$ cat src/rtl/if_fetch_pkg.sv
// Shared definitions for the instruction-fetch stage: FSM encoding,
// control constants and stall-vector bit positions.
package if_fetch_pkg;

    typedef enum logic [1:0] {
        S_IDLE    = 2'd0,
        S_RUN     = 2'd1,
        S_HOLD    = 2'd2,
        S_DISCARD = 2'd3
    } fetch_state_e;

    localparam logic [31:0] NOP     = 32'h0;
    localparam logic        STOP    = 1'b1;
    localparam logic        NO_STOP = 1'b0;
    localparam logic        ENABLE  = 1'b1;
    localparam logic        DISABLE = 1'b0;

    localparam int STALL_W  = 6;
    localparam int STALL_PC = 0;
    localparam int STALL_IF = 1;
    localparam int STALL_ID = 2;

endpackage

$ cat src/rtl/if_fetch_id_reg.sv
// IF/ID pipeline register: bubbles on flush or when IF stalls alone,
// holds when IF and ID both stall, otherwise loads the delivered word.
module if_id_reg
    import if_fetch_pkg::*;
(
    input  logic        clk,
    input  logic        rst,
    input  logic        flush,
    input  logic        stall_if,
    input  logic        stall_id,
    input  logic        load_valid,
    input  logic [31:0] load_pc,
    input  logic [31:0] load_inst,
    output logic [31:0] id_pc_o,
    output logic [31:0] id_inst_o,
    output logic        id_valid_o
);

    logic [31:0] pc_q, pc_d;
    logic [31:0] inst_q, inst_d;
    logic        valid_q, valid_d;

    always_comb begin
        // NOTE: hold is the default so every path assigns all _d signals; no latch is inferred.
        pc_d    = pc_q;
        inst_d  = inst_q;
        valid_d = valid_q;
        if (flush || (stall_if && !stall_id)) begin
            pc_d    = NOP;
            inst_d  = NOP;
            valid_d = 1'b0;
        end else if (stall_if) begin
            // both IF and ID stalled: keep the current contents
        end else if (load_valid) begin
            pc_d    = load_pc;
            inst_d  = load_inst;
            valid_d = 1'b1;
        end else begin
            pc_d    = NOP;
            inst_d  = NOP;
            valid_d = 1'b0;
        end
    end

    always_ff @(posedge clk or negedge rst) begin
        if (!rst) begin
            pc_q    <= NOP;
            inst_q  <= NOP;
            valid_q <= 1'b0;
        end else begin
            pc_q    <= pc_d;
            inst_q  <= inst_d;
            valid_q <= valid_d;
        end
    end

    assign id_pc_o    = pc_q;
    assign id_inst_o  = inst_q;
    assign id_valid_o = valid_q;

endmodule

$ cat src/rtl/if_fetch.sv
// Instruction-fetch stage: request/ack handshake FSM with a one-entry
// hold buffer for words fetched while IF is stalled.
module if_fetch
    import if_fetch_pkg::*;
(
    input  logic               clk,
    input  logic               rst,
    input  logic [STALL_W-1:0] stall,
    input  logic               flush,
    input  logic [31:0]        pc_i,
    output logic               imem_req_o,
    output logic [31:0]        imem_addr_o,
    input  logic               imem_ack_i,
    input  logic [31:0]        imem_data_i,
    output logic [31:0]        id_pc_o,
    output logic [31:0]        id_inst_o,
    output logic               id_valid_o,
    output logic               stallreq_o
);

    fetch_state_e state_q, state_d;
    logic [31:0]  req_addr_q, req_addr_d;
    logic [31:0]  hold_pc_q, hold_pc_d;
    logic [31:0]  hold_inst_q, hold_inst_d;

    logic         load_valid;
    logic [31:0]  load_pc;
    logic [31:0]  load_inst;
    logic         stall_if;
    logic         unused_stall;

    assign stall_if     = stall[STALL_IF];
    assign unused_stall = ^{stall[STALL_W-1:STALL_ID+1], stall[STALL_PC]};

    always_comb begin
        state_d     = state_q;
        req_addr_d  = req_addr_q;
        hold_pc_d   = hold_pc_q;
        hold_inst_d = hold_inst_q;
        imem_req_o  = DISABLE;
        imem_addr_o = NOP;
        stallreq_o  = NO_STOP;
        load_valid  = 1'b0;
        load_pc     = NOP;
        load_inst   = NOP;

        unique case (state_q)
            S_IDLE: state_d = S_RUN;
            S_RUN: begin
                imem_req_o  = ENABLE;
                imem_addr_o = pc_i;
                req_addr_d  = pc_i;
                if (imem_ack_i) begin
                    if (flush) begin
                        // word belongs to the flushed path; drop it
                    end else if (stall_if) begin
                        hold_pc_d   = pc_i;
                        hold_inst_d = imem_data_i;
                        state_d     = S_HOLD;
                    end else begin
                        load_valid = 1'b1;
                        load_pc    = pc_i;
                        load_inst  = imem_data_i;
                    end
                end else begin
                    stallreq_o = STOP;
                    if (flush) state_d = S_DISCARD;
                end
            end
            S_HOLD: begin
                if (flush) begin
                    state_d = S_RUN;
                end else if (!stall_if) begin
                    load_valid = 1'b1;
                    load_pc    = hold_pc_q;
                    load_inst  = hold_inst_q;
                    state_d    = S_RUN;
                end
            end
            S_DISCARD: begin
                // pc_i may already point at the redirect target; keep the old address stable
                imem_req_o  = ENABLE;
                imem_addr_o = req_addr_q;
                stallreq_o  = STOP;
                if (imem_ack_i) state_d = S_RUN;
            end
            default: state_d = S_IDLE;
        endcase
    end

    always_ff @(posedge clk or negedge rst) begin
        // NOTE: non-blocking assignments so all flops update from pre-edge values.
        if (!rst) begin
            state_q     <= S_IDLE;
            req_addr_q  <= NOP;
            hold_pc_q   <= NOP;
            hold_inst_q <= NOP;
        end else begin
            state_q     <= state_d;
            req_addr_q  <= req_addr_d;
            hold_pc_q   <= hold_pc_d;
            hold_inst_q <= hold_inst_d;
        end
    end

    if_id_reg u_if_id_reg (
        .clk        (clk),
        .rst        (rst),
        .flush      (flush),
        .stall_if   (stall_if),
        .stall_id   (stall[STALL_ID]),
        .load_valid (load_valid),
        .load_pc    (load_pc),
        .load_inst  (load_inst),
        .id_pc_o    (id_pc_o),
        .id_inst_o  (id_inst_o),
        .id_valid_o (id_valid_o)
    );

endmodule

$ cat config.mk
export PLATFORM = sky130hd
export DESIGN_NAME = if_fetch
export DESIGN_NICKNAME = d
export VERILOG_FILES = /design/src/rtl/if_fetch_pkg.sv /design/src/rtl/if_fetch_id_reg.sv /design/src/rtl/if_fetch.sv
export SDC_FILE = /design/constraint.sdc
export NUM_CORES = 1
export LEC_CHECK = 0
export CAP_MARGIN = 20
export CELL_PAD_IN_SITES_DETAIL_PLACEMENT = 1
export CELL_PAD_IN_SITES_GLOBAL_PLACEMENT = 2
export CORE_MARGIN = 2
export CORE_UTILIZATION = 36
export DETAILED_ROUTE_END_ITERATION = 8
export MAX_ROUTING_LAYER = met4
export PLACE_DENSITY_LB_ADDON = 0.15
export SLEW_MARGIN = 30
export SYNTH_ARGS = -nofsm -noshare
export SYNTH_HDL_FRONTEND = slang
export SYNTH_SLANG_ARGS = --single-unit
$ cat constraint.sdc
create_clock -name clk -period 2.6 [get_ports clk]
set_input_delay 0.52 -clock clk [delete_from_list [all_inputs] [get_ports clk]]
set_output_delay 0.52 -clock clk [all_outputs]
set_load 0.03 [all_outputs]
### Word-level counts from Yosys, hierarchy flattened

Index checks and enable logic that the tools add are counted.

| operators by class | value |
|---|---|
| add/sub/neg operators | 0 |
| $mul | 0 |
| divide/modulo/power cells | 0 |
| order comparisons | 0 |
| eq/ne operators | 9 |
| shift operators | 0 |
| multiplexer cells | 33 |
| bitwise gates (word level) | 1 |
| reduce and logical (&&, ||, !) cells | 7 |

Operators by type and width:

| cell | number |
|---|---|
| 2-to-1 mux 32 bit | 12 |
| one-hot mux 32 bit (2 select lines) | 3 |
| 2-to-1 mux 2 bit | 7 |
| != test 3 bit, second input constant | 4 |
| 2-to-1 mux 1 bit | 8 |
| one-hot mux 2 bit (4 select lines) | 1 |
| AND reduction 5 bit | 1 |
| == test 2 bit, second input constant | 2 |
| one-hot mux 1 bit (2 select lines) | 2 |
| AND reduction 4 bit | 1 |
| == test 2 x 1 -> 1 bit, second input constant | 1 |
| logical NOT 2 bit | 1 |
| != test 2 x 1 -> 1 bit, second input constant | 1 |
| != test 2 bit, second input constant | 1 |
| OR reduction 2 bit | 1 |
| logical AND 1 bit | 1 |
| logical NOT 1 bit | 1 |
| logical OR 1 bit | 1 |
| NOT 1 bit | 1 |

| word-level totals | value |
|---|---|
| flip-flop bits (word level) | 163 |
| bits in latches | 0 |
| RAM bits | 0 |
| bits in read-only memories | 0 |
| input port bits | 74 |
| output and inout bits | 99 |
| logic and storage cells | 57 |
| memories kept | 0 |

### Depth between registers and ports, before layout

| logic depth | value |
|---|---|
| depth in word-level cells | 7 |
| depth in mapped cells | 8 |
| depth with buffers taken out | 5 |

### Hierarchy

Synthesis repeated with hierarchy kept, for this count alone.

| second synthesis, totals | value |
|---|---|
| cell total of the unflattened synthesis | 708 |
| area, all modules | 8304.2 µm² |

Modules (own cells, without submodules):

| module | times used | cells an instance | area each (µm²) | seq. area each (µm²) |
|---|---|---|---|---|
| if_fetch | 1 | 419 | 4946.0 | 2452.4 |
| if_id_reg | 1 | 289 | 3358.2 | 1626.6 |

### Worst setup path before layout

No wires, ideal clock.

| timing path | value |
|---|---|
| path kind | reg-to-output |
| start point | register state_q[1] |
| end point | output port imem_addr_o[13] |
| arrival time | 1574 ps |
| data required time | 2080 ps |
| slack | 506 ps |
| stages on the path, launching flop included | 7 |
| path buffers | 3 |
| cells stage by stage | dfrtp_1 -> inv_1 -> ha_1 -> buf_2 -> buf_2 -> clkbuf_1 -> a22o_1 |

| on the way | value |
|---|---|
| word-level cells in the longest chain between the ends | 2 |
| elaborated cells between the ends (all ways) | 3 |
| those cells by class | 2 x eq/ne; 1 x mux |

Ends and longest elaborated chain:

| what | line | text |
|---|---|---|
| from (decl) | if_fetch.sv:21 | `fetch_state_e state_q, state_d;` |
| from (signal assigned) | if_fetch.sv:99 | `state_q <= state_d;` |
| == test 2 bit / == test 2 x 1 -> 1 bit (equally long branches) | if_fetch.sv:47 | `unique case (state_q)` |
| one-hot mux 32 bit (2 select lines) * | if_fetch.sv:47 |  |
| to (decl) | if_fetch.sv:12 | `output logic [31:0] imem_addr_o,` |

Mark *: on every way between the ends. The rest lies on a longest branch, timed or not.

### Worst setup path after layout

| timing path | value |
|---|---|
| start point | register state_q[1] |
| end point | output port imem_addr_o[9] |

Same word-level chain as after synthesis.

==> flow_summary.yaml <==
sta:
  setup_violations: 0
  hold-worst-slack_ns: 0.0735
  tightest_slew_ns: 0.777
  finalHoldViolations: 0
  max-slew-margin-rel: 0.482
  rsz0062_at_grt: "no"
  drv_slew: 0
  layout_setup_ws_ns: 0.170
  tns_ns: 0
  fmax_ghz: 0.411
  finClkSkew_ns: 0.0110
  min_period_ns: 2.43
  fin_crit_sh: 0.935
routing:
  wl_per_cell_microns: 21.1
  wl_met3_microns: 1090
  wl_met2_microns: 9690
  drt-met1-wl_microns: 8700
  wl_microns: 19700
  drc_errors: 0
  viasPerCell: 5.34
  drtIter0Drc: 190
  maxUsedRoutingLayer: "met4"
  first_pass_iters: 4
  ant_nets: 0
  vias: 4975
placement:
  detailed_place.area_sq_um: 9150
  dpl_worst_slack_ns: 0.0725
  dpl.hpwl_microns: 13000
  place_congestion: 0.717
  portBuffers: 168
floorplan:
  die_h_microns: 145
  rows: 51
  floorplan.initialDensity: 0.367
  die-area_sq_um: 21000
  core_area_sq_um: 19500
  pin_count: 173
  die_x_microns: 145
critical_path:
  critical_path_class: "flop to primary output"
  cp-end-kind: "primary output"
  critical_path_arrival_ns: 1.91
  worstPathMaxFanout: 23
  cp.required_ns: 2.08
  crit_path_start_kind: "flop"
logic_synthesis:
  synth-seq-cells: 163
  syn_avg_cell_area_sq_um: 14.6
  synth_nets: 566
  synthesis.area_sq_um: 7140
  synthDistinctLibCells: 28
  ys_seq_area_frac: 0.571
  syn_inst: 489
  yosys_warnings: 0
clock_network:
  clockBufferDepth: 2
  path_clk_slew_ns: 0.06
  cts_buffers: 17
  hold_buffers: 0
  cts_tree: "built"
  clock-sinks: 163
  htreeDepth: 4
  cts-root-buf: "clkbuf_16"
  worst_skew_pair.late_latency_ns: 0.43
power:
  powerDensity_nw_per_um2: 1110
  p_leak_nw: 4.28
  ir_drop_mv: 0.597
grt:
  grt_first_pass_wirelength_microns: 30700
  grt_overflow: 0
  grt_max_degree: 62
  grt_usage: 0.198
  grt_pass1_vias: 5436
  antenna_found_initial: 0
cells_and_area:
  fillers: 1930
  drive_gt1_frac: 0.291
  utilization: 0.503
  antenna_cells: 0
  fin_area_sq_um: 9780
  syn_to_final_growth_pct: 36.9
  fin_nets: 731
worst_hold_path:
  hold_class: "primary input to asynchronous set/reset pin"
flow_run:
  cap_violations: 0
status:
  status: "completed"
[per-layer routing]
metal | vias to the layer above | GRT usage
met3 | 18 | 0.0579
met4 | 0 | 0.0460
met1 | 2613 | 0.249
li1 | 2217 | -
met5 | - | -
met2 | 127 | 0.318
[worst paths after layout]
path / slack [ns] / to / from / cells after the start
setup reg to reg: 0.50 / u_if_id_reg.id_pc_o[27] / state_q[1] / 7
hold reg to reg: 0.49 / u_if_id_reg.id_pc_o[6] / u_if_id_reg.id_pc_o[6] / 1
min in group clk: 0.49 / u_if_id_reg.id_pc_o[6] / u_if_id_reg.id_pc_o[6] / 1
max in group asynchronous: 1.72 / u_if_id_reg.id_inst_o[7] / rst / 2
hold / removal: 0.07 / hold_inst_q[23] / rst / 1
setup / recovery: 0.17 / imem_addr_o[9] / state_q[1] / 5
[cells in the final DEF (no fill, tap or decap), types with 2 or more instances in the layout]
cell and n:
ha_2 2, bufinv_16 3, mux2_2 36, buf_4 47
clkbuf_16 17, buf_12 10, inv_1 3, o2bb2ai_1 64
a22oi_1 64, clkdlybuf4s50_1 133, clkbuf_8 4, mux2_4 60
clkinv_4 3, clkinvlp_4 3, buf_6 2, a22o_1 33
dfrtp_1 163
[cells in the mapped netlist]
cell type / number / share of area
nor2b_1: 1 / 0.00088
ha_1: 3 / 0.0053
o2bb2ai_1: 64 / 0.078
a311oi_1: 1 / 0.0012
nor3_1: 1 / 0.00070
a21bo_2: 1 / 0.0014
o21ai_0: 2 / 0.0014
nand4bb_1: 1 / 0.0016
and2_4: 1 / 0.0012
mux2_4: 60 / 0.13
and2b_1: 1 / 0.0011
buf_6: 7 / 0.011
or2_2: 1 / 0.00088
a22o_1: 33 / 0.040
dfrtp_1: 163 / 0.57
clkbuf_1: 18 / 0.0095
and2_1: 1 / 0.00088
a32oi_1: 1 / 0.0012
inv_1: 3 / 0.0016
mux2_2: 36 / 0.057
a21o_1: 1 / 0.0011
a22oi_1: 64 / 0.067
buf_1: 1 / 0.00052
and3b_1: 1 / 0.0012
nand2_4: 1 / 0.0016
nand2b_1: 1 / 0.00088
buf_2: 20 / 0.014
a31oi_1: 1 / 0.00088
[state kept, by name, indices dropped and copies added, names as in the netlist]
register	flops
u_if_id_reg.id_inst_o	32
u_if_id_reg.id_valid_o	1
req_addr_q	32
hold_inst_q	32
u_if_id_reg.id_pc_o	32
state_q	2
hold_pc_q	32
[where the power goes]
group,total [mW],internal (mW),switching (mW),leakage [nW]
clock,2.69,1.62,1.06,0.299
combinational,4.33,2.16,2.17,1.92
sequential,3.84,3.36,0.483,2.07
total,10.9,7.15,3.71,4.28
[kinds of logic after synthesis]
group,Yosys count,synth area share
multiplexers,96,0.183
AO/OA/AOI/OAI,168,0.193
adder cells (fa/ha/maj),3,0.00526
flip-flops,163,0.571
buffers and inverters,49,0.0366
AND/OR/NAND/NOR,10,0.0109
[critical path: stages, from the launching register on]
cell and delay, ns:
dfrtp_1 0.42, ha_1 0.17, buf_4 0.30, buf_4 0.27, a22o_1 0.17, buf_4 0.16
[timing repair]
item                                    in CTS  in global routing
gates resized for setup                      0                  1
setup buffers                                0                  0
endpoints found under the setup margin       0                  9
[layout make-up]
cell class | count | area, sq um | share of cell area
Tap cell | 265 | 332 | 0.0339
Sequential cell | 163 | 4080 | 0.417
Clock inverter | 10 | 148 | 0.0151
Timing Repair Buffer | 192 | 1910 | 0.195
Clock buffer | 22 | 484 | 0.0495
Inverter | 3 | 11.3 | 0.00115
Multi-Input combinational cell | 277 | 2820 | 0.288
[per-stage QoR]
stage          cells  power, mW
5_1_grt          932       11.4
4_1_cts          932       11.0
2_1_floorplan    489       6.70
3_5_place_dp     900       8.23
6_report         932       10.9
3_3_place_gp     900       8.07
Note: power is estimated with default switching activity, not from simulation.
